==> config.mk <==
export PLATFORM = sky130hd
export DESIGN_NAME = alu_cmd_parser_flat
export DESIGN_NICKNAME = d
export VERILOG_FILES = /design/src/rtl/alu_cmd_parser_if.sv /design/src/rtl/alu_cmd_parser.sv /design/src/flat_wrapper.sv
export SDC_FILE = /design/constraint.sdc
export NUM_CORES = 1
export LEC_CHECK = 0
export ABC_CLOCK_PERIOD_IN_PS = 3200
export BUFFER_PORTS_ARGS = -buffer_cell sky130_fd_sc_hd__buf_2
export CAP_MARGIN = 20
export CORE_UTILIZATION = 54
export CTS_BUF_LIST = sky130_fd_sc_hd__clkbuf_8
export DETAILED_ROUTE_END_ITERATION = 10
export HOLD_SLACK_MARGIN = 0.05
export PLACE_DENSITY_LB_ADDON = 0.1
export REMOVE_ABC_BUFFERS = 1
export SLEW_MARGIN = 20
export SYNTH_ARGS = -nofsm -noshare
export SYNTH_HDL_FRONTEND = slang
export SYNTH_SLANG_ARGS = --single-unit
==> constraint.sdc <==
create_clock -name clk -period 3.2 [get_ports clk]
set_input_delay 0.64 -clock clk [delete_from_list [all_inputs] [get_ports clk]]
set_output_delay 0.64 -clock clk [all_outputs]
set_load 0.005 [all_outputs]
==> src/rtl/alu_cmd_parser_if.sv <==
// Byte stream in, ALU operands out, between the UART receiver and the ALU.
// rx_valid is a one-cycle strobe with no ready: the parser accepts every byte.
interface alu_cmd_parser_if;
    logic [7:0] rx_data;
    logic       rx_valid;
    logic [7:0] num1;
    logic [7:0] num2;
    logic [3:0] oper;
    logic       cmd_valid;
    logic       err;
    logic [1:0] err_code;

    modport master (
        output rx_data, rx_valid,
        input  num1, num2, oper, cmd_valid, err, err_code
    );

    modport slave (
        input  rx_data, rx_valid,
        output num1, num2, oper, cmd_valid, err, err_code
    );
endinterface

==> src/rtl/alu_cmd_parser.sv <==
// Parses "<dec> <op> <dec> <term>" ASCII commands into registered ALU operands,
// pulsing cmd_valid on a good command or err with a cause code otherwise.
module alu_cmd_parser #(
    parameter logic [7:0] TERM_CHAR = 8'h3D,
    parameter logic [7:0] ALT_TERM  = 8'h0D
) (
    input  logic             clk,
    input  logic             rst,
    alu_cmd_parser_if.slave  bus,
    output logic [1:0]       state_o
);

    typedef enum logic [1:0] {
        S_NUM1 = 2'd0,
        S_NUM2 = 2'd1,
        S_ERR  = 2'd2
    } state_t;

    localparam logic [1:0] E_SYNTAX = 2'b00;
    localparam logic [1:0] E_BADCHR = 2'b01;
    localparam logic [1:0] E_OVFL   = 2'b10;
    localparam logic [1:0] E_DIV0   = 2'b11;

    state_t      state_q, state_d;
    logic [7:0]  acc_q, acc_d;
    logic        dig_q, dig_d;
    logic [7:0]  pend_num1_q, pend_num1_d;
    logic [3:0]  pend_op_q, pend_op_d;
    logic [7:0]  num1_q, num1_d;
    logic [7:0]  num2_q, num2_d;
    logic [3:0]  oper_q, oper_d;
    logic        cmd_valid_q, cmd_valid_d;
    logic        err_q, err_d;
    logic [1:0]  err_code_q, err_code_d;

    logic        is_digit, is_term, is_skip, is_op;
    logic [3:0]  op_code;
    logic [11:0] acc_wide;
    logic        acc_ovfl;
    logic        div_by_zero;

    assign is_digit = (bus.rx_data >= 8'h30) && (bus.rx_data <= 8'h39);
    assign is_term  = (bus.rx_data == TERM_CHAR) || (bus.rx_data == ALT_TERM);
    assign is_skip  = (bus.rx_data == 8'h20) || (bus.rx_data == 8'h0A);

    // Low nibble of an ASCII digit is its value; 255*10+9 fits in 12 bits.
    assign acc_wide = ({4'b0000, acc_q} * 12'd10) + {8'b0000_0000, bus.rx_data[3:0]};
    assign acc_ovfl = (acc_wide > 12'd255);
    assign div_by_zero = ((pend_op_q == 4'b0100) || (pend_op_q == 4'b1000)) && (acc_q == 8'd0);

    always_comb begin
        is_op   = 1'b1;
        op_code = 4'b0000;
        case (bus.rx_data)
            8'h2B:   op_code = 4'b0000;
            8'h2D:   op_code = 4'b0001;
            8'h2A:   op_code = 4'b0010;
            8'h2F:   op_code = 4'b0100;
            8'h25:   op_code = 4'b1000;
            default: is_op   = 1'b0;
        endcase
    end

    always_comb begin
        state_d     = state_q;
        acc_d       = acc_q;
        dig_d       = dig_q;
        pend_num1_d = pend_num1_q;
        pend_op_d   = pend_op_q;
        num1_d      = num1_q;
        num2_d      = num2_q;
        oper_d      = oper_q;
        cmd_valid_d = 1'b0;
        err_d       = 1'b0;
        err_code_d  = err_code_q;

        if (bus.rx_valid && !is_skip) begin
            unique case (state_q)
                S_NUM1, S_NUM2: begin
                    if (is_digit) begin
                        if (acc_ovfl) begin
                            err_d      = 1'b1;
                            err_code_d = E_OVFL;
                            state_d    = S_ERR;
                            acc_d      = 8'd0;
                            dig_d      = 1'b0;
                        end else begin
                            acc_d = acc_wide[7:0];
                            dig_d = 1'b1;
                        end
                    end else if (is_op) begin
                        if (state_q == S_NUM1 && dig_q) begin
                            pend_num1_d = acc_q;
                            pend_op_d   = op_code;
                            acc_d       = 8'd0;
                            dig_d       = 1'b0;
                            state_d     = S_NUM2;
                        end else begin
                            err_d      = 1'b1;
                            err_code_d = E_SYNTAX;
                            state_d    = S_ERR;
                            acc_d      = 8'd0;
                            dig_d      = 1'b0;
                        end
                    end else if (is_term) begin
                        // A bare terminator in S_NUM1 is an empty line and is ignored.
                        if (state_q == S_NUM2 || dig_q) begin
                            state_d = S_NUM1;
                            acc_d   = 8'd0;
                            dig_d   = 1'b0;
                            if (state_q == S_NUM1 || !dig_q) begin
                                err_d      = 1'b1;
                                err_code_d = E_SYNTAX;
                            end else if (div_by_zero) begin
                                err_d      = 1'b1;
                                err_code_d = E_DIV0;
                            end else begin
                                num1_d      = pend_num1_q;
                                num2_d      = acc_q;
                                oper_d      = pend_op_q;
                                cmd_valid_d = 1'b1;
                            end
                        end
                    end else begin
                        err_d      = 1'b1;
                        err_code_d = E_BADCHR;
                        state_d    = S_ERR;
                        acc_d      = 8'd0;
                        dig_d      = 1'b0;
                    end
                end
                default: begin
                    if (is_term) begin
                        state_d = S_NUM1;
                        acc_d   = 8'd0;
                        dig_d   = 1'b0;
                    end
                end
            endcase
        end
    end

    always_ff @(posedge clk or posedge rst) begin
        if (rst) begin
            state_q     <= S_NUM1;
            acc_q       <= 8'd0;
            dig_q       <= 1'b0;
            pend_num1_q <= 8'd0;
            pend_op_q   <= 4'b0000;
            num1_q      <= 8'd0;
            num2_q      <= 8'd0;
            oper_q      <= 4'b0000;
            cmd_valid_q <= 1'b0;
            err_q       <= 1'b0;
            err_code_q  <= 2'b00;
        end else begin
            state_q     <= state_d;
            acc_q       <= acc_d;
            dig_q       <= dig_d;
            pend_num1_q <= pend_num1_d;
            pend_op_q   <= pend_op_d;
            num1_q      <= num1_d;
            num2_q      <= num2_d;
            oper_q      <= oper_d;
            cmd_valid_q <= cmd_valid_d;
            err_q       <= err_d;
            err_code_q  <= err_code_d;
        end
    end

    assign bus.num1      = num1_q;
    assign bus.num2      = num2_q;
    assign bus.oper      = oper_q;
    assign bus.cmd_valid = cmd_valid_q;
    assign bus.err       = err_q;
    assign bus.err_code  = err_code_q;
    assign state_o       = state_q;

endmodule

==> src/flat_wrapper.sv <==
// flat-port wrapper written by rule: the top's interface ports become plain ports
module alu_cmd_parser_flat 
#(
    parameter logic [7:0] TERM_CHAR = 8'h3D,
    parameter logic [7:0] ALT_TERM  = 8'h0D
)
  (clk, rst, state_o, bus_rx_data, bus_rx_valid, bus_num1, bus_num2, bus_oper, bus_cmd_valid, bus_err, bus_err_code);
  alu_cmd_parser_if bus_i ();
  input  logic clk;
  input  logic rst;
  output logic [1:0] state_o;
  input wire logic [$bits(bus_i.rx_data)-1:0] bus_rx_data;
  input wire logic [$bits(bus_i.rx_valid)-1:0] bus_rx_valid;
  output wire logic [$bits(bus_i.num1)-1:0] bus_num1;
  output wire logic [$bits(bus_i.num2)-1:0] bus_num2;
  output wire logic [$bits(bus_i.oper)-1:0] bus_oper;
  output wire logic [$bits(bus_i.cmd_valid)-1:0] bus_cmd_valid;
  output wire logic [$bits(bus_i.err)-1:0] bus_err;
  output wire logic [$bits(bus_i.err_code)-1:0] bus_err_code;
  assign bus_i.rx_data = bus_rx_data;
  assign bus_i.rx_valid = bus_rx_valid;
  assign bus_num1 = bus_i.num1;
  assign bus_num2 = bus_i.num2;
  assign bus_oper = bus_i.oper;
  assign bus_cmd_valid = bus_i.cmd_valid;
  assign bus_err = bus_i.err;
  assign bus_err_code = bus_i.err_code;
  alu_cmd_parser #(.TERM_CHAR(TERM_CHAR), .ALT_TERM(ALT_TERM)) u_core (.clk(clk), .rst(rst), .bus(bus_i), .state_o(state_o));
endmodule
## Word-level counts from Yosys, hierarchy flattened

Cells that the tools add are included.

- Bits of input ports: 11
- Bits in registers: 47
- Output and inout port bits: 26
- Word-level logic and storage cells: 108

- Multipliers: 1
- Eq/ne operators: 18
- Mux-type cells: 49
- Bitwise logic cells: 4
- Add/subtract/negate cells: 1
- Magnitude comparators: 3
- Reductions and logical operators: 21

Operator list:

| cell | count |
|---|---|
| == test 8 x 6 -> 1 bit (second input constant) | 7 |
| two-way mux 8 bit | 7 |
| two-way mux 2 bit | 15 |
| two-way mux 1 bit | 26 |
| == test 8 x 4 -> 1 bit (second input constant) | 2 |
| case mux 4 bit (4 select lines) | 1 |
| adder 12 x 4 -> 12 bit | 1 |
| > comparator 12 x 8 -> 1 bit (second input constant) | 1 |
| multiplier 8 x 3 -> 11 bit (second input constant) | 1 |
| != test 5 x 4 -> 1 bit (second input constant) | 2 |
| greater-or-equal comparator 8 x 6 -> 1 bit (second input constant) | 1 |
| <= comparator 8 x 6 -> 1 bit (second input constant) | 1 |
| logical NOT 8 bit | 1 |
| AND reduction 8 bit | 1 |
| AND reduction 6 bit | 1 |
| logical OR 1 bit | 5 |
| AND reduction 5 bit | 1 |
| OR reduction 5 bit | 1 |
| == test 4 x 3 -> 1 bit (second input constant) | 1 |
| == test 4 bit (second input constant) | 1 |
| logical AND 1 bit | 4 |
| != test 4 x 3 -> 1 bit (second input constant) | 1 |
| NOT 1 bit | 4 |
| AND reduction 4 bit | 1 |
| 9 further kinds | 10 |

## Longest topological paths before layout

Gate-level depths: netlist of the first run.

- Depth after elaboration: 11
- Mapped depth: 12
- Depth with buffers taken out: 11

## Worst setup path after synthesis of the first run

OpenSTA, ideal clock, no wires.

- Kind: flip-flop to flip-flop
- Start: register u_core.acc_q[1]
- End: register u_core.acc_q[4]
- Data arrival time: 2.677 ns
- Required time: 3.124 ns
- Period minus slack after synthesis: 2.754 ns
- Stages on the path, launching flop included: 13
- Setup slack: 0.446 ns
- Path through: dfrtp_1 ha_1 ha_1 inv_1 fa_1 nand2b_1 a21oi_1 xor2_1 and4_1 o211ai_1 or3_1 buf_2 o21ai_1

- Word-level cells in the longest chain between the ends: 6

RTL lines:

| element | line | RTL |
|---|---|---|
| start: declaration | alu_cmd_parser.sv:25 | `logic [7:0] acc_q, acc_d;` |
| start signal: assignment | alu_cmd_parser.sv:146 | `acc_q <= 8'd0;` |
| start signal: assignment | alu_cmd_parser.sv:158 | `acc_q <= acc_d;` |
| multiplier 8 x 3 -> 11 bit (*) | alu_cmd_parser.sv:47 | `assign acc_wide = ({4'b0000, acc_q} * 12'd10) + {8'b0000_0000, bus.rx_data[3:0]};` |
| adder 12 x 4 -> 12 bit (*) | alu_cmd_parser.sv:47 |  |
| > comparator 12 x 8 -> 1 bit | alu_cmd_parser.sv:48 | `assign acc_ovfl = (acc_wide > 12'd255);` |
| two-way mux 8 bit (*) | alu_cmd_parser.sv:81 | `if (acc_ovfl) begin` |
| two-way mux 8 bit (*) | alu_cmd_parser.sv:80 | `if (is_digit) begin` |
| two-way mux 8 bit (*) | alu_cmd_parser.sv:78 | `unique case (state_q)` |

Every way passes the cells marked *; elsewhere a longest branch is shown, timed or not.
A chain may end at the register's enable or synchronous reset.

## Worst setup path after layout of the first run

- Start: register u_core.acc_q[1]
- End: register u_core.err_code_q[0], in the netlist u_core.bus.err_code[0]

- Word-level cells in the longest chain between the ends: 5
- Elaborated cells on any way between the ends: 8
- Classes of those cells: 1 x add/sub; 1 x mul; 1 x order compare; 2 x eq/ne; 3 x reduce/logical

RTL lines:

| element | line | RTL |
|---|---|---|
| multiplier 8 x 3 -> 11 bit | alu_cmd_parser.sv:47 |  |
| adder 12 x 4 -> 12 bit | alu_cmd_parser.sv:47 |  |
| > comparator 12 x 8 -> 1 bit | alu_cmd_parser.sv:48 |  |
| != test 2 bit (no line) | n/a |  |
| AND reduction 6 bit (no line) (*) | n/a |  |
| end signal: assignment | alu_cmd_parser.sv:167 | `err_code_q <= err_code_d;` |
| end: declaration | alu_cmd_parser.sv:34 | `logic [1:0] err_code_q, err_code_d;` |

Marks and branches as above.

==> flow_metrics.py, run 1 <==
metrics = {
    "synthesis": {
        "synth_cells": 264,
        "ys_ff_latch": 47,
        "async_flop_share_pct": 100.0,
        "yosysSeqAreaShare_pct": 46.26,
        "synthFlopType": "dfrtp_1",
        "ys.warnings.count": 0,
        "synth-edff-count": 0,
        "syn_area_per_cell_sq_um": 9.630,
        "synthDistinctLibCells": 46,
        "syn_area_sq_um": 2542,
    },
    "setup_path": {
        "critPathCaptureType": "flop",
        "endpoint": "u_core.bus.err_code[0]",
        "r2r_slack_ps": 220,
        "crit_start": "u_core.acc_q[1]",
        "cp-start-kind": "flop",
        "cp.required_ps": 3390,
        "crit_type": "reg2reg",
        "worstPathMaxFanout": 7,
        "reg2reg_to": "u_core.bus.err_code[0]",
        "crit_arrival_ps": 3170,
        "timing.rr.start": "u_core.acc_q[1]",
        "ff2ff_path_depth": 11,
    },
    "global_route": {
        "grt_pass1_wl_um": 8694,
        "antenna_found_initial": 0,
        "grt_max_degree": 48,
        "grt_pass1_vias": 1865,
        "grt_usage_pct": 22.33,
        "overflow": 0,
    },
    "power": {
        "p_leak_nw": 1.585,
        "p_per_area_nw_per_um2": 400.5,
        "peakVddDrop_uv": 311.9,
    },
    "drt": {
        "vias_per_cell": 5.450,
        "post_drt_wl_per_cell_um": 13.76,
        "drtIter0Drc": 109,
        "antenna_left": 0,
        "routed-via-count": 1924,
        "drc": 10,
        "first_pass_iters": 7,
        "wl_um": 4859,
    },
    "min_path": {
        "hp-class": "reg2reg",
        "min-delay-start": "u_core.bus.num1[6]",
    },
    "clock_network": {
        "cts_root_buf": "clkbuf_8",
        "post-cts-setup-buffers": 0,
        "cts_max_level": 2,
        "cts_buffers": 5,
        "clock_latency_ps": 300,
        "path_clk_slew_ps": 90,
        "cts_tree": "done",
        "cts_buffer_depth": 2,
        "clock_sinks": 47,
    },
    "run": {
        "max_cap_viol_count": 0,
    },
    "floorplan": {
        "die-area_sq_um": 4986,
        "num_rows": 24,
        "die_y_um": 70.62,
        "core_sq_um": 4444,
        "start_util_pct": 57.21,
        "die_w_um": 70.62,
        "ios": 37,
    },
    "sta": {
        "period_minus_slack_ps": 2982,
        "fin_skew_ps": 6.474,
        "setup_viol": 0,
        "max_slew_margin_pct": 38.02,
        "hold_slack_ps": 463.3,
        "clock.fmax_mhz": 335.4,
        "period_share_pct": 93.17,
        "grt_setup_unrepaired": "yes",
        "finalHoldViolCount": 0,
        "drv_slew": 0,
        "worst_pin_slew_ps": 928.3,
    },
    "layout": {
        "final_cells": 353,
        "syn_to_final_growth_pct": 12.55,
        "layout-drive-gt1-share_pct": 21.93,
        "nets": 328,
        "utilization_pct": 64.39,
        "n_antenna_cell": 0,
    },
    "outcome": {
        "status": "finished, violations left",
        "violations": "DRC",
    },
    "placed_design": {
        "port_buffers": 36,
        "dp_cells": 345,
        "gp_congestion": 0.8323,
        "place_hpwl_um": 3492,
    },
}
cells in the final DEF (no fill, tap or decap), types with 2 or more instances in the layout:
cell type  Yosys  final
xor2_1         4      4
clkbuf_8       0      6
o21ai_1        9      9
ha_1          15     15
mux2_2         8      8
o21ai_0        6      6
nor2_1         8      8
buf_4          1      2
nor3_1         2      2
mux2_1         2      2
dfrtp_1       47     47
nand2b_1       2      2
a21o_1         3      3
a221oi_1       2      2
a21oi_1        7      7
nand4_1        4      4
nor4_1         3      2
inv_1         15     14
nand2_1       82     82
fa_1           2      2
o41ai_2        2      2
o211ai_1       3      3
nand3_1        3      3
xnor2_1        7      7
buf_2          5     36
worst max-delay path, cell delays in order (launching register included):
cell      delay, ps
dfrtp_1         480
ha_1            320
ha_1            170
inv_1            60
fa_1            400
nand2b_1        180
a21oi_1         160
xor2_1          100
and4_1          190
o211ai_1        300
nand2_1         170
mux2_1          340
cell usage after synthesis, types with 2 or more instances:
| master | count | area share, % |
|---|---|---|
| fa_1 | 2 | 1.6 |
| a21oi_1 | 7 | 1.4 |
| inv_1 | 15 | 2.2 |
| mux2_2 | 8 | 3.5 |
| o41ai_2 | 2 | 1.3 |
| nand4_1 | 4 | 0.98 |
| buf_2 | 5 | 0.98 |
| nand2b_1 | 2 | 0.49 |
| o21ai_0 | 6 | 1.2 |
| o21ai_1 | 9 | 1.8 |
| dfrtp_1 | 47 | 46 |
| nor2_1 | 8 | 1.2 |
| mux2_1 | 2 | 0.89 |
| nor4_1 | 3 | 0.74 |
| o211ai_1 | 3 | 0.89 |
| ha_1 | 15 | 7.4 |
| a21o_1 | 3 | 0.89 |
| nand2_1 | 82 | 12 |
| xor2_1 | 4 | 1.4 |
| xnor2_1 | 7 | 2.4 |
| nand3_1 | 3 | 0.59 |
| nor3_1 | 2 | 0.39 |
| a221oi_1 | 2 | 0.69 |
per-layer routing:
layer | part of all wire [%] | global-route usage (%) | up-vias
li1 | - | - | 969
met1 | 49 | 30.85 | 927
met2 | 47 | 36.57 | 24
met3 | 2.5 | 4.274 | 4
met4 | 1.1 | 6.000 | 0
met5 | 0 | 0 | -
power by group:
part / total [mW] / switching [mW] / internal [mW]
sequential: 0.633 / 0.0206 / 0.612
clock: 0.378 / 0.202 / 0.176
combinational: 0.135 / 0.0845 / 0.0501
area by class of cell:
| cell class | count | area [sq um] |
|---|---|---|
| Fill cell | 401 | 1583 |
| Multi-Input combinational cell | 193 | 1270 |
| Sequential cell | 47 | 1176 |
| Timing Repair Buffer | 38 | 195.2 |
| Clock buffer | 6 | 82.58 |
| Tap cell | 52 | 65.06 |
| Inverter | 15 | 56.30 |
| Clock inverter | 2 | 16.27 |
sequential cells by signal, indices dropped and copies added, names as in the netlist:
name	cells
u_core.acc_q	8
u_core.bus.cmd_valid	1
u_core.bus.err	1
u_core.bus.err_code	2
u_core.bus.num1	8
u_core.bus.num2	8
u_core.bus.oper	4
u_core.dig_q	1
u_core.pend_num1_q	8
u_core.pend_op_q	4
u_core.state_o	2
worst min path at each step:
stage	end	slack [ps]	cells after the start
4_1_cts	u_core.bus.num1[2]	470	2
6_report	u_core.bus.num1[6]	460	2
3_5_place_dp	u_core.bus.num2[7]	450	2
3_3_place_gp	u_core.bus.num1[6]	450	2
5_1_grt	u_core.bus.num2[7]	490	2
2_1_floorplan	u_core.bus.num1[0]	440	2
cell families (layout without fill, tap and decap cells):
family | after synthesis | in the layout | synth area share, %
compound gates | 36 | 36 | 9.941
xor+xnor | 11 | 11 | 3.789
simple gates | 118 | 118 | 22.00
mux | 11 | 11 | 4.823
fa+ha+maj | 17 | 17 | 8.957
flops | 47 | 47 | 46.26
buf+inv | 24 | 61 | 4.232
metrics by stage:
stage | power (mW) | setup TNS [ps] | setup slack [ps] | instance area (sq um)
global placement | 0.7766 | 0 | 250.0 | 2758
global route | 1.200 | -2.214 | -2.214 | 2861
floorplan | 0.7243 | 0 | 174.7 | 2491
finish | 1.146 | 0 | 218.4 | 2861
detailed placement | 0.7789 | 0 | 169.8 | 2758
CTS | 1.153 | 0 | 129.7 | 2856
timing repair:
item | CTS | global route
hold buffers | 0 | 0
resized for setup | 0 | 1
endpoints found under the hold margin | 0 | 0
setup endpoints to repair | 0 | 8
No activity file was read; power rests on OpenSTA's default activity.
==> run 2, diff against run 1 <==
Settings changed: MAX_ROUTING_LAYER set to met4.
==> flow_metrics.py, run 2 (synthesized netlist as in run 1, its figures left out) <==
metrics = {
    "outcome": {
        "status": "finished, violations left",
        "violations": "DRC",
    },
    "min_path": {
        "hp-class": "reg2reg",
        "min-delay-start": "u_core.bus.num1[6]",
        "worst_hold_path.endpoint": "u_core.bus.num1[6]",
        "hold_depth": 2,
    },
    "sta": {
        "drv_slew": 0,
        "max_slew_margin_pct": 38.02,
        "setup_viol": 0,
        "fin_skew_ps": 6.282,
        "clock.fmax_mhz": 335.4,
        "period_minus_slack_ps": 2981,
        "finalHoldViolCount": 0,
        "worst_pin_slew_ps": 928.4,
        "grt_setup_unrepaired": "yes",
        "fin_tns_setup_ps": 0,
        "period_share_pct": 93.16,
        "fin_ws_ps": 218.8,
    },
    "setup_path": {
        "timing.rr.start": "u_core.acc_q[1]",
        "crit_arrival_ps": 3170,
        "crit_type": "reg2reg",
        "reg2reg_to": "u_core.bus.err_code[0]",
        "cp.required_ps": 3390,
        "r2r_slack_ps": 220,
        "critPathCaptureType": "flop",
        "worstPathMaxFanout": 7,
        "cp-start-kind": "flop",
        "ff2ff_path_depth": 11,
    },
    "floorplan": {
        "die_y_um": 70.62,
        "die_w_um": 70.62,
        "core_sq_um": 4444,
        "num_rows": 24,
        "start_util_pct": 57.21,
        "die-area_sq_um": 4986,
        "ios": 37,
    },
    "global_route": {
        "grt_pass1_wl_um": 8687,
        "overflow": 0,
        "grt_usage_pct": 23.03,
        "grt_max_degree": 48,
        "antenna_found_initial": 0,
        "grt_pass1_vias": 1863,
    },
    "drt": {
        "routed-via-count": 1924,
        "post_drt_wl_per_cell_um": 13.76,
        "wl_um": 4858,
        "first_pass_iters": 7,
        "drc": 10,
        "drtIter0Drc": 125,
        "vias_per_cell": 5.450,
        "antenna_left": 0,
    },
    "layout": {
        "fill_cells": 401,
        "n_antenna_cell": 0,
        "final_cell_mix": "82 x nand2_1, 47 x dfrtp_1, 36 x buf_2",
        "layout_commonest_cell": "nand2_1",
        "utilization_pct": 64.39,
        "layout-drive-gt1-share_pct": 21.93,
        "nets": 328,
        "syn_to_final_growth_pct": 12.55,
    },
    "clock_network": {
        "cts_buffers": 5,
        "clock_latency_ps": 300,
        "post-cts-setup-buffers": 0,
        "path_clk_slew_ps": 90,
        "cts_buffer_depth": 2,
        "cts_max_level": 2,
        "cts_root_buf": "clkbuf_8",
        "clock_sinks": 47,
        "cts_tree": "done",
        "hold_buffers": 0,
    },
    "placed_design": {
        "place_hpwl_um": 3492,
        "port_buffers": 36,
        "place_ws_ps": 169.8,
        "gp_congestion": 0.8450,
    },
    "run": {
        "max_cap_viol_count": 0,
    },
    "power": {
        "p_leak_nw": 1.585,
        "peakVddDrop_uv": 311.9,
        "p_per_area_nw_per_um2": 400.5,
    },
}
==> run 2: cell counts in the layout (fill, tap and decap cells not counted) <==
No cell type changed its count.
==> run 2: how the worst max path moves through the flow <==
stage | from | endpoint | cells past startpoint
2_1_floorplan | bus_rx_data[5] | u_core.bus.num1[0] | 7
3_3_place_gp | u_core.acc_q[1] | u_core.acc_q[5] | 11
3_5_place_dp | u_core.acc_q[1] | u_core.acc_q[5] | 11
4_1_cts | u_core.acc_q[1] | u_core.acc_q[5] | 11
5_1_grt | u_core.acc_q[1] | u_core.bus.err_code[0] | 11
6_report | u_core.acc_q[1] | u_core.bus.err_code[0] | 11
==> run 2: area by class of cell <==
cell class,count,area [sq um],area share (%)
Timing Repair Buffer,38,195.2,6.821
Inverter,15,56.30,1.968
Clock inverter,2,16.27,0.5684
Tap cell,52,65.06,2.274
Sequential cell,47,1176,41.10
Multi-Input combinational cell,193,1270,44.38
Clock buffer,6,82.58,2.886
==> run 2: critical path: stages (launching register included) <==
cell	delay (ps)
dfrtp_1	480
ha_1	320
ha_1	170
inv_1	60
fa_1	400
nand2b_1	180
a21oi_1	160
xor2_1	100
and4_1	190
o211ai_1	300
nand2_1	170
mux2_1	340
==> run 2: what timing repair did <==
item / 4_1_cts / 5_1_grt
endpoints found under the hold margin: 0 / 0
gates resized for setup: 0 / 1
endpoints found under the setup margin: 0 / 8
==> run 2: stage by stage <==
step	hold WS (ps)	cell area (sq um)	cells	total power, mW
6_report	463.3	2861	353	1.146
2_1_floorplan	440.2	2491	255	0.7243
5_1_grt	490.1	2861	353	1.200
4_1_cts	467.9	2856	353	1.153
3_3_place_gp	445.1	2758	345	0.7766
3_5_place_dp	450.1	2758	345	0.7789
==> run 2: routing by layer <==
layer  vias to the layer above  wire length, um  global-route usage [%]
li1                        969                -                       -
met1                       927             2377                   30.85
met2                        24             2311                   36.57
met3                         4              121                   4.274
met4                         0               48                   6.000
met5                         -                0                       -
==> run 2: report_power, final <==
group	switching, mW	internal [mW]	total, mW
sequential	0.0206	0.612	0.633
combinational	0.0845	0.0501	0.135
clock	0.202	0.176	0.379
total	0.307	0.839	1.15
==> run 3, diff against run 2 <==
Settings changed: ABC_CLOCK_PERIOD_IN_PS 3200 to 2900, BUFFER_PORTS_ARGS -buffer_cell sky130_fd_sc_hd__buf_2 to -buffer_cell sky130_fd_sc_hd__buf_4, CTS_BUF_LIST sky130_fd_sc_hd__clkbuf_8 to unset.
Clock period 3.2 ns to 2.9 ns, I/O delays scaled along.
==> flow_metrics.py, run 3 (synthesized netlist as in run 1, its figures left out) <==
metrics = {
    "outcome": {
        "status": "finished, violations left",
        "violations": "DRC",
    },
    "setup_path": {
        "critPathCaptureType": "flop",
        "crit_arrival_ps": 3080,
        "worstPathMaxFanout": 6,
        "cp-start-kind": "flop",
        "path_cells": "ha_1, inv_1, fa_2, nand2b_4, a21oi_2, xor2_1, and4_1, o211ai_1, or3_4, o21ai_2",
        "cpPeakStageDelay_ps": 480,
        "crit_type": "reg2reg",
        "cp.required_ps": 3130,
        "cp_slowest_cell": "or3_4",
        "r2r_slack_ps": 50,
    },
    "drt": {
        "met1_length_um": 2592,
        "wl_met3_um": 177,
        "post_drt_wl_per_cell_um": 14.44,
        "wl_um": 5256,
        "drc": 10,
        "antenna_left": 0,
        "highest_layer": "met4",
        "routed-via-count": 2009,
        "drtIter0Drc": 115,
        "first_pass_iters": 7,
        "vias_per_cell": 5.519,
        "route.met2.wl_um": 2424,
    },
    "layout": {
        "fill_cells": 351,
        "final_cell_mix": "81 x nand2_1, 48 x buf_4, 47 x dfrtp_1",
        "layout-drive-gt1-share_pct": 30.45,
        "syn_to_final_growth_pct": 22.88,
        "layout_commonest_cell": "nand2_1",
        "nets": 339,
        "utilization_pct": 70.30,
        "n_antenna_cell": 0,
    },
    "sta": {
        "clock.fmax_mhz": 351.3,
        "fin_skew_ps": 11.54,
        "period_share_pct": 98.17,
        "setup_viol": 0,
        "max_slew_margin_pct": 47.15,
        "period_minus_slack_ps": 2847,
        "fin_ws_ps": 53.18,
        "finalHoldViolCount": 0,
        "drv_slew": 0,
        "grt_setup_unrepaired": "yes",
        "worst_pin_slew_ps": 791.8,
    },
    "global_route": {
        "grt_usage_pct": 23.29,
        "grt_pass1_wl_um": 8769,
        "antenna_found_initial": 0,
        "grt_pass1_vias": 1881,
        "overflow": 0,
        "grt_max_degree": 48,
    },
    "placed_design": {
        "place_hpwl_um": 3646,
        "port_buffers": 36,
        "place_ws_ps": 32.79,
        "gp_congestion": 0.8555,
    },
    "floorplan": {
        "core_sq_um": 4444,
        "start_util_pct": 57.21,
        "die-area_sq_um": 4986,
        "ios": 37,
        "die_y_um": 70.62,
        "num_rows": 24,
        "die_w_um": 70.62,
    },
    "power": {
        "p_per_area_nw_per_um2": 444.7,
        "p_leak_nw": 1.696,
        "peakVddDrop_uv": 326.5,
    },
    "clock_network": {
        "path_clk_slew_ps": 90,
        "cts_root_buf": "clkbuf_8",
        "cts_buffers": 5,
        "clock_sinks": 47,
        "clock_latency_ps": 310,
        "cts_max_level": 2,
        "cts_buffer_depth": 2,
        "cts_tree": "done",
    },
    "run": {
        "max_cap_viol_count": 0,
    },
    "min_path": {
        "hp-class": "in2async",
    },
}
## run 3: cell types whose count changed in the layout (fill, tap and decap cells not counted), moves of 2 or more
cell	before	now
mux2_4	0	2
o21ai_1	9	2
mux2_1	2	0
o21ai_2	0	7
buf_4	2	48
buf_2	36	0
## run 3: worst max-delay path, delay by kind of cell, from the launching register on
family                   cells  cell delay (ps)
AO/OA/AOI/OAI                3              460
XOR/XNOR                     1              170
adder cells (fa/ha/maj)      2              760
buffers and inverters        1               70
flip-flops                   1              460
AND/OR/NAND/NOR              3              840
## run 3: cell type report
cell class | count | area (sq um) | area share [%]
flip-flops and latches | 47 | 1176 | 37.65
clock inverters | 3 | 46.29 | 1.482
well taps | 52 | 65.06 | 2.082
clock buffers | 5 | 68.82 | 2.203
repair buffers | 48 | 360.3 | 11.53
inverters | 15 | 57.56 | 1.842
multi-input cells | 194 | 1350 | 43.21
## run 3: per-stage QoR
| stage | std cells | total power [mW] | instance area (sq um) | TNS [ps] | hold slack (ps) |
|---|---|---|---|---|---|
| 4_1_cts | 360 | 1.370 | 3020 | 0 | 478.5 |
| 2_1_floorplan | 255 | 0.7992 | 2491 | -1362 | 440.2 |
| 6_report | 364 | 1.389 | 3124 | 0 | 392.7 |
| 3_3_place_gp | 352 | 0.8729 | 2900 | 0 | 450.6 |
| 3_5_place_dp | 352 | 0.8768 | 2900 | 0 | 457.2 |
| 5_1_grt | 364 | 1.442 | 3124 | -529.3 | 480.2 |
## run 3: path summary, 6_finish.rpt
| kind | startpoint | endpoint | cells after the start |
|---|---|---|---|
| min | rst | u_core.bus.oper[3] | 2 |
| max reg2reg | u_core.acc_q[2] | u_core.acc_q[6] | 10 |
| min reg2reg | u_core.bus.num1[0] | u_core.bus.num1[0] | 2 |
| min in group clk | u_core.bus.num1[0] | u_core.bus.num1[0] | 2 |
| max in group asynchronous | rst | u_core.state_o[0] | 2 |
| max | u_core.acc_q[2] | u_core.acc_q[6] | 10 |
## run 3: routing by layer
layer / GRT usage, % / vias to the layer above
li1: - / 990
met1: 30.94 / 979
met2: 35.92 / 34
met3: 4.558 / 6
met4: 8.444 / 0
met5: - / -
## run 3: timing repair
| item | CTS | global route |
|---|---|---|
| gates resized for setup | 1 | 19 |
| setup endpoints to repair | 1 | 12 |
| gates cloned | 0 | 1 |
| setup buffers | 0 | 3 |
| pin swaps | 0 | 15 |
| hold buffers | 0 | 0 |
## run 3: power breakdown
part,total (mW),switching [mW],internal [mW]
Combinational,0.194,0.107,0.0869
Clock,0.496,0.236,0.260
Sequential,0.699,0.0235,0.676
Total,1.39,0.367,1.02
